==> config.mk <==
export PLATFORM = sky130hd
export DESIGN_NAME = sdram_arbiter
export DESIGN_NICKNAME = d
export VERILOG_FILES = /design/src/rtl/sdram_arb_pkg.sv /design/src/rtl/sdram_arbiter_id_fifo.sv /design/src/rtl/sdram_arbiter.sv
export SDC_FILE = /design/constraint.sdc
export NUM_CORES = 1
export LEC_CHECK = 0
export CORE_AREA = 2 2 118 120
export DETAILED_ROUTE_END_ITERATION = 10
export DIE_AREA = 0 0 120 122
export GPL_ROUTABILITY_DRIVEN = 0
export PLACE_DENSITY = 0.6
export RECOVER_POWER = 100
export SYNTH_ARGS = -nofsm -noshare
export SYNTH_HDL_FRONTEND = slang
export SYNTH_SLANG_ARGS = --single-unit
export TNS_END_PERCENT = 1
==> constraint.sdc <==
create_clock -name clk -period 8.4 [get_ports clk]
set_clock_uncertainty 0.05 [all_clocks]
set_input_delay 1.26 -clock clk [delete_from_list [all_inputs] [get_ports clk]]
set_output_delay 1.26 -clock clk [all_outputs]
set_load 0.02 [all_outputs]
==> src/rtl/sdram_arb_pkg.sv <==
// Shared types for the two-requester SDRAM arbiter.
//   arb_state_t : arbitration FSM state (IDLE, OWN0, OWN1)
//   req_id_t    : requester identifier stored in the read-return ID FIFO
package sdram_arb_pkg;

    typedef enum logic [1:0] {
        IDLE = 2'd0,
        OWN0 = 2'd1,
        OWN1 = 2'd2
    } arb_state_t;

    typedef logic req_id_t;

    localparam int REQ_ID_W = $bits(req_id_t);

    // Lock state that holds the grant on a given requester
    function automatic arb_state_t own_state(input req_id_t id);
        return id ? OWN1 : OWN0;
    endfunction

endpackage

==> src/rtl/sdram_arbiter_id_fifo.sv <==
// id_fifo: small FIFO of requester IDs for outstanding reads.
//   clk, rst   : clock, synchronous active-high reset (pointers/count only)
//   push/push_data : enqueue an ID (caller never pushes while full unless popping)
//   pop        : dequeue request; ignored when empty unless a push lands the same cycle
//   head       : current head entry, bypassed from push_data when empty
//   full/empty : occupancy flags
module id_fifo #(
    parameter int DEPTH = 4,
    parameter int WIDTH = 1
) (
    input  logic             clk,
    input  logic             rst,
    input  logic             push,
    input  logic [WIDTH-1:0] push_data,
    input  logic             pop,
    output logic [WIDTH-1:0] head,
    output logic             full,
    output logic             empty
);

    localparam int PTR_W = $clog2(DEPTH);
    localparam int CNT_W = PTR_W + 1;

    logic [WIDTH-1:0] mem_q [DEPTH];
    logic [PTR_W-1:0] wr_ptr_q, wr_ptr_d;
    logic [PTR_W-1:0] rd_ptr_q, rd_ptr_d;
    logic [CNT_W-1:0] count_q, count_d;
    logic             pop_eff;

    assign empty = (count_q == '0);
    assign full  = (count_q == CNT_W'(DEPTH));

    // An empty FIFO can still pop when the entry arrives in the same cycle;
    // head then comes straight from the write port.
    assign pop_eff = pop && (!empty || push);
    assign head    = empty ? push_data : mem_q[rd_ptr_q];

    always_comb begin
        wr_ptr_d = wr_ptr_q;
        rd_ptr_d = rd_ptr_q;
        count_d  = count_q;
        if (push) begin
            wr_ptr_d = wr_ptr_q + PTR_W'(1);
        end
        if (pop_eff) begin
            rd_ptr_d = rd_ptr_q + PTR_W'(1);
        end
        case ({push, pop_eff})
            2'b10:   count_d = count_q + CNT_W'(1);
            2'b01:   count_d = count_q - CNT_W'(1);
            default: count_d = count_q;
        endcase
    end

    always_ff @(posedge clk) begin
        if (rst) begin
            wr_ptr_q <= '0;
            rd_ptr_q <= '0;
            count_q  <= '0;
        end else begin
            wr_ptr_q <= wr_ptr_d;
            rd_ptr_q <= rd_ptr_d;
            count_q  <= count_d;
        end
    end

    // Storage needs no reset: only slots between the pointers are ever read.
    always_ff @(posedge clk) begin
        if (push) begin
            mem_q[wr_ptr_q] <= push_data;
        end
    end

endmodule

==> src/rtl/sdram_arbiter.sv <==
// sdram_arbiter: two-requester round-robin arbiter onto one Avalon-MM SDRAM port.
//   clk, rst                  : clock, synchronous active-high reset
//   rN_address/read/write/writedata : requester N command (N = 0,1)
//   rN_waitrequest            : requester N stall
//   rN_readdata/readdatavalid : requester N read return, routed by ID FIFO
//   master_*                  : shared SDRAM command / response
//   err_unexpected            : sticky, read data returned with nothing pending
module sdram_arbiter
    import sdram_arb_pkg::*;
#(
    parameter int ADDR_W = 32,
    parameter int DATA_W = 32,
    parameter int OUTST  = 4
) (
    input  logic              clk,
    input  logic              rst,
    input  logic [ADDR_W-1:0] r0_address,
    input  logic              r0_read,
    input  logic              r0_write,
    input  logic [DATA_W-1:0] r0_writedata,
    output logic              r0_waitrequest,
    output logic [DATA_W-1:0] r0_readdata,
    output logic              r0_readdatavalid,
    input  logic [ADDR_W-1:0] r1_address,
    input  logic              r1_read,
    input  logic              r1_write,
    input  logic [DATA_W-1:0] r1_writedata,
    output logic              r1_waitrequest,
    output logic [DATA_W-1:0] r1_readdata,
    output logic              r1_readdatavalid,
    output logic [ADDR_W-1:0] master_address,
    output logic              master_read,
    output logic              master_write,
    output logic [DATA_W-1:0] master_writedata,
    input  logic              master_waitrequest,
    input  logic [DATA_W-1:0] master_readdata,
    input  logic              master_readdatavalid,
    output logic              err_unexpected
);

    arb_state_t state_q, state_d;
    req_id_t    last_grant_q, last_grant_d;
    logic       err_q, err_d;

    logic       active0, active1;
    logic       grant_valid;
    req_id_t    grant_id;
    logic       sel_read, sel_write;
    logic       fifo_stall, accept, push, rdv_ok;
    logic       fifo_full, fifo_empty;
    req_id_t    fifo_head;

    assign active0 = r0_read || r0_write;
    assign active1 = r1_read || r1_write;

    always_comb begin
        grant_valid = 1'b0;
        grant_id    = 1'b0;
        case (state_q)
            OWN0: begin
                grant_valid = active0;
                grant_id    = 1'b0;
            end
            OWN1: begin
                grant_valid = active1;
                grant_id    = 1'b1;
            end
            default: begin
                if (active0 && active1) begin
                    grant_valid = 1'b1;
                    grant_id    = ~last_grant_q;
                end else if (active0) begin
                    grant_valid = 1'b1;
                    grant_id    = 1'b0;
                end else if (active1) begin
                    grant_valid = 1'b1;
                    grant_id    = 1'b1;
                end
            end
        endcase
        // Reset suppresses every grant, which silences the master port
        // and stalls both requesters.
        if (rst) begin
            grant_valid = 1'b0;
        end

        // Read wins over write when a requester illegally asserts both.
        sel_read   = grant_id ? r1_read : r0_read;
        sel_write  = (grant_id ? r1_write : r0_write) && !sel_read;
        fifo_stall = grant_valid && sel_read && fifo_full;
        accept     = grant_valid && !master_waitrequest && !fifo_stall;
        push       = accept && sel_read;

        state_d      = IDLE;
        last_grant_d = last_grant_q;
        if (accept) begin
            last_grant_d = grant_id;
        end else if (grant_valid) begin
            state_d = own_state(grant_id);
        end

        // A return is only meaningful if an ID is queued or arriving now.
        rdv_ok = master_readdatavalid && !rst && (!fifo_empty || push);
        err_d  = err_q || (master_readdatavalid && fifo_empty && !push);
    end

    always_ff @(posedge clk) begin
        if (rst) begin
            state_q      <= IDLE;
            last_grant_q <= 1'b1;
            err_q        <= 1'b0;
        end else begin
            state_q      <= state_d;
            last_grant_q <= last_grant_d;
            err_q        <= err_d;
        end
    end

    id_fifo #(
        .DEPTH (OUTST),
        .WIDTH (REQ_ID_W)
    ) u_id_fifo (
        .clk       (clk),
        .rst       (rst),
        .push      (push),
        .push_data (grant_id),
        .pop       (rdv_ok),
        .head      (fifo_head),
        .full      (fifo_full),
        .empty     (fifo_empty)
    );

    assign master_address   = grant_id ? r1_address   : r0_address;
    assign master_writedata = grant_id ? r1_writedata : r0_writedata;
    assign master_read      = grant_valid && sel_read && !fifo_full;
    assign master_write     = grant_valid && sel_write;

    assign r0_waitrequest = !(grant_valid && (grant_id == 1'b0)) || master_waitrequest || fifo_stall;
    assign r1_waitrequest = !(grant_valid && (grant_id == 1'b1)) || master_waitrequest || fifo_stall;

    assign r0_readdata      = master_readdata;
    assign r1_readdata      = master_readdata;
    assign r0_readdatavalid = rdv_ok && (fifo_head == 1'b0);
    assign r1_readdatavalid = rdv_ok && (fifo_head == 1'b1);

    assign err_unexpected = err_q;

endmodule

==> impl_results.md <==
- Status: finished, violations left
- Failing checks: max-capacitance violations, max-slew violations
- R2r setup slk: 5150 ps
- Switching power total: 0.236 mW
- Post-DP HPWL: 7300 um
- CP Launch Type: input port
- Sink Count: 17
- Switch share: 41.5%
- Met3 WL: around 780 um
- Metal1 wirelength: 3430 um
- Sequential area share after synthesis: 16.5%
- Post-synth EDFFs: 4
- Clock power share: 16.4%
- Period Utilization, post-route: about 73%
- CP delay by family, top: buffers and inverters
- GRT Overall Usage: 10.9%
- Endpoints failing setup: 0
- Gates resized, CTS repair: 0
- CTS buffer count: 3
- CTS tree: done
- Routed via count: 2,720
- Total gr overflow: 0
- Core box area: 0.0135 mm^2
- Initial Util: between 15 and 20%
- Flip-flop and latch area: 380 um^2
- WL per Instance: 12.9 um
- Vias in the first global route: about 2,600
- Area Growth Syn to Fin: 78.5%
- Int Pwr: roughly 0.33 mW
- Minimum clock period: just over 6000 ps
- Maxcap violations: 1
- # IOs: 303
- CP max FO: about 70
- Prevailing post-synth register cell: dfxtp_1
- IO buf count: 206
- Initial antenna violation count: 0
- DR top layer: met4
- Comb pwr share: 66.2%
- Clock Path Buffers: 2
- Synth async-reset ratio: 0%
- Hold Crit Class: reg2reg
- Post-CTS setup buffers: 0
- Ant. Diodes: 0
- Syn avg cell area: between 6 and 7 um^2
- Pwr dens: 138 mW/mm^2
- Seq pwr share: about 18%
- Row count: 43
- Buf+Inv Stages, Crit Path: 3
- RSZ-0062 raised after global routing: false
- Share of cells above drive strength 1: 2.15%
- Largest cells by area after synthesis: nand2_1, buf_4, dfxtp_1, edfxtp_1, ha_1
- Detailed Route WL: 8890 um
- CP Class: in2out
- Fmax: 0.163 GHz
- CP cell instances: dlygate4sd3_1, o22ai_1, o21a_2, inv_1, nand2_1, nand2_1, dlygate4sd3_1
- Max-slew violations: 72
- Die X-Extent: 120 um
- Syn Nets: approximately 560
- Clock Pin Slew Worst Setup and Hold Paths: approximately 50 ps
- Slew @ Worst Pin: around 2100 ps
- Die height: 122 um
- Met2 Wirelength: 4430 um
- Worst setup EP type: primary output
- Root Driver: clkbuf_16
- Multi-input logic area: 0.00131 mm^2
- H-tree Lvls: 1
- DIE AREA: 0.0146 mm^2
- Post-layout util: 30.4%
- CTS Hold Bufs: 0
- Initial DRC count: between 90 and 100
- First-pass DRT Iterations: 4
- Drt drc: 0
- Critical Path RT: between 7000 and 8000 ps
- CP max-delay cell: inv_1
- Syn. warnings: 0
- Synth area leader: nand2_1
- Post-Syn Area: 0.00230 mm^2
- Cells after synthesis: 380
- Cell variety after synth: 40
- Global-route wire length before repair: between 10,000 and 15,000 um
- Data arrival, critical path: 4830 ps
- Number of synthesized register bits: 17
- Antenna Violating Nets Remaining: 0
- Clock Latency Late Sink: 240 ps
- Synth top area share: 32.1%
- Largest net degree at the start of global routing: 72
- Fillcell total: roughly 1,500
- Fin. Hold Viols: 0
- Worst vdd ir: slightly below 0.07 mV
- Routed vias/inst: 3.94
- Min Hold Slack: around 410 ps
- Leak: around 1.9 nW
- Setup TNS: 0 ps
- Crit path largest cell delay: 1450 ps
- Max_slew headroom: -42.6%
- Final #Nets: ~690
-- cells in the final DEF (no fill, tap or decap), types with 3 or more instances in the layout --
| cell | count |
|---|---|
| clkbuf_16 | 3 |
| inv_1 | 13 |
| nand2b_1 | 3 |
| dfxtp_1 | 13 |
| dlygate4sd3_1 | 73 |
| ha_1 | 7 |
| nor2_1 | 11 |
| nand2_1 | 197 |
| nand3_1 | 4 |
| edfxtp_1 | 4 |
| clkdlybuf4s50_1 | 133 |
| a21oi_1 | 4 |
| mux2_1 | 3 |
| and3_1 | 4 |
| nor2b_1 | 4 |
-- power by group through the flow --
stage,logic (mW),clock network [mW],registers (mW)
floorplan,0.244,0,0.101
global placement,0.396,0,0.101
detailed placement,0.402,0,0.101
CTS,0.404,0.0955,0.0993
global route,0.412,0.101,0.101
finish,0.377,0.0932,0.0994
-- worst min-delay path, delay by kind of cell (launching register included) --
family	cells	cell delay (ps)
buffers and inverters	1	50
DFF	1	300
AOI/OAI and AO/OA	1	60
-- routing by layer --
metal | vias to the layer above | global-route usage [%]
met5 | - | 0
met4 | 0 | 3.97
met2 | 127 | 19.2
li1 | 1378 | -
met1 | 1186 | 12.4
met3 | 29 | 3.46
-- cell type report --
type,instances,share of cell area [%]
multi-input cells,270,31.8
flip-flops and latches,17,9.25
inverters,13,1.19
clock buffers,3,1.83
well taps,180,5.48
repair buffers,207,50.3
clock inverters,1,0.122
-- synth_stat cells, drive strengths merged, types with 3 or more instances --
cell type  number
edfxtp          4
nor2           11
nand2b          3
dfxtp          13
nor2b           4
nor3b           3
mux2            3
nand2         197
o22ai           3
nand3           4
inv            13
buf            79
o21a            3
a21oi           4
ha              7
and3            4
-- metrics by stage --
stage / setup WS, ps / cells / cell area [um^2] / power [mW]
after floorplan: 4540 / 380 / 2300 / 0.345
after global placement: 3170 / 687 / 4040 / 0.497
after detailed placement: 3080 / 687 / 4040 / 0.503
after CTS: 3080 / 691 / 4120 / 0.599
after global routing: 1830 / 691 / 4110 / 0.614
final: 2260 / 691 / 4110 / 0.569
-- final timing paths --
| kind | from | to | cells past startpoint |
|---|---|---|---|
| max | r1_read | master_writedata[12] | 7 |
| min | err_unexpected$_SDFF_PP0_ | err_unexpected$_SDFF_PP0_ | 2 |
| max reg2reg | state_q[0]$_SDFF_PP0_ | u_id_fifo.count_q[2]$_SDFFE_PP0P_ | 14 |
| min reg2reg | err_unexpected$_SDFF_PP0_ | err_unexpected$_SDFF_PP0_ | 2 |
-- kinds of logic (layout without fill, tap and decap cells) --
logic type | count (synthesis) | after routing | synth area share, %
buffers and inverters | 93 | 224 | 26.4
xor gates and xnor gates | 2 | 2 | 0.761
DFF | 17 | 17 | 16.5
AOI/OAI and AO/OA | 21 | 21 | 7.06
and+or+nand+nor | 233 | 233 | 41.2
adders and majority gates | 8 | 8 | 4.67
muxes | 6 | 6 | 3.32
(Power assumes the default switching activity.)
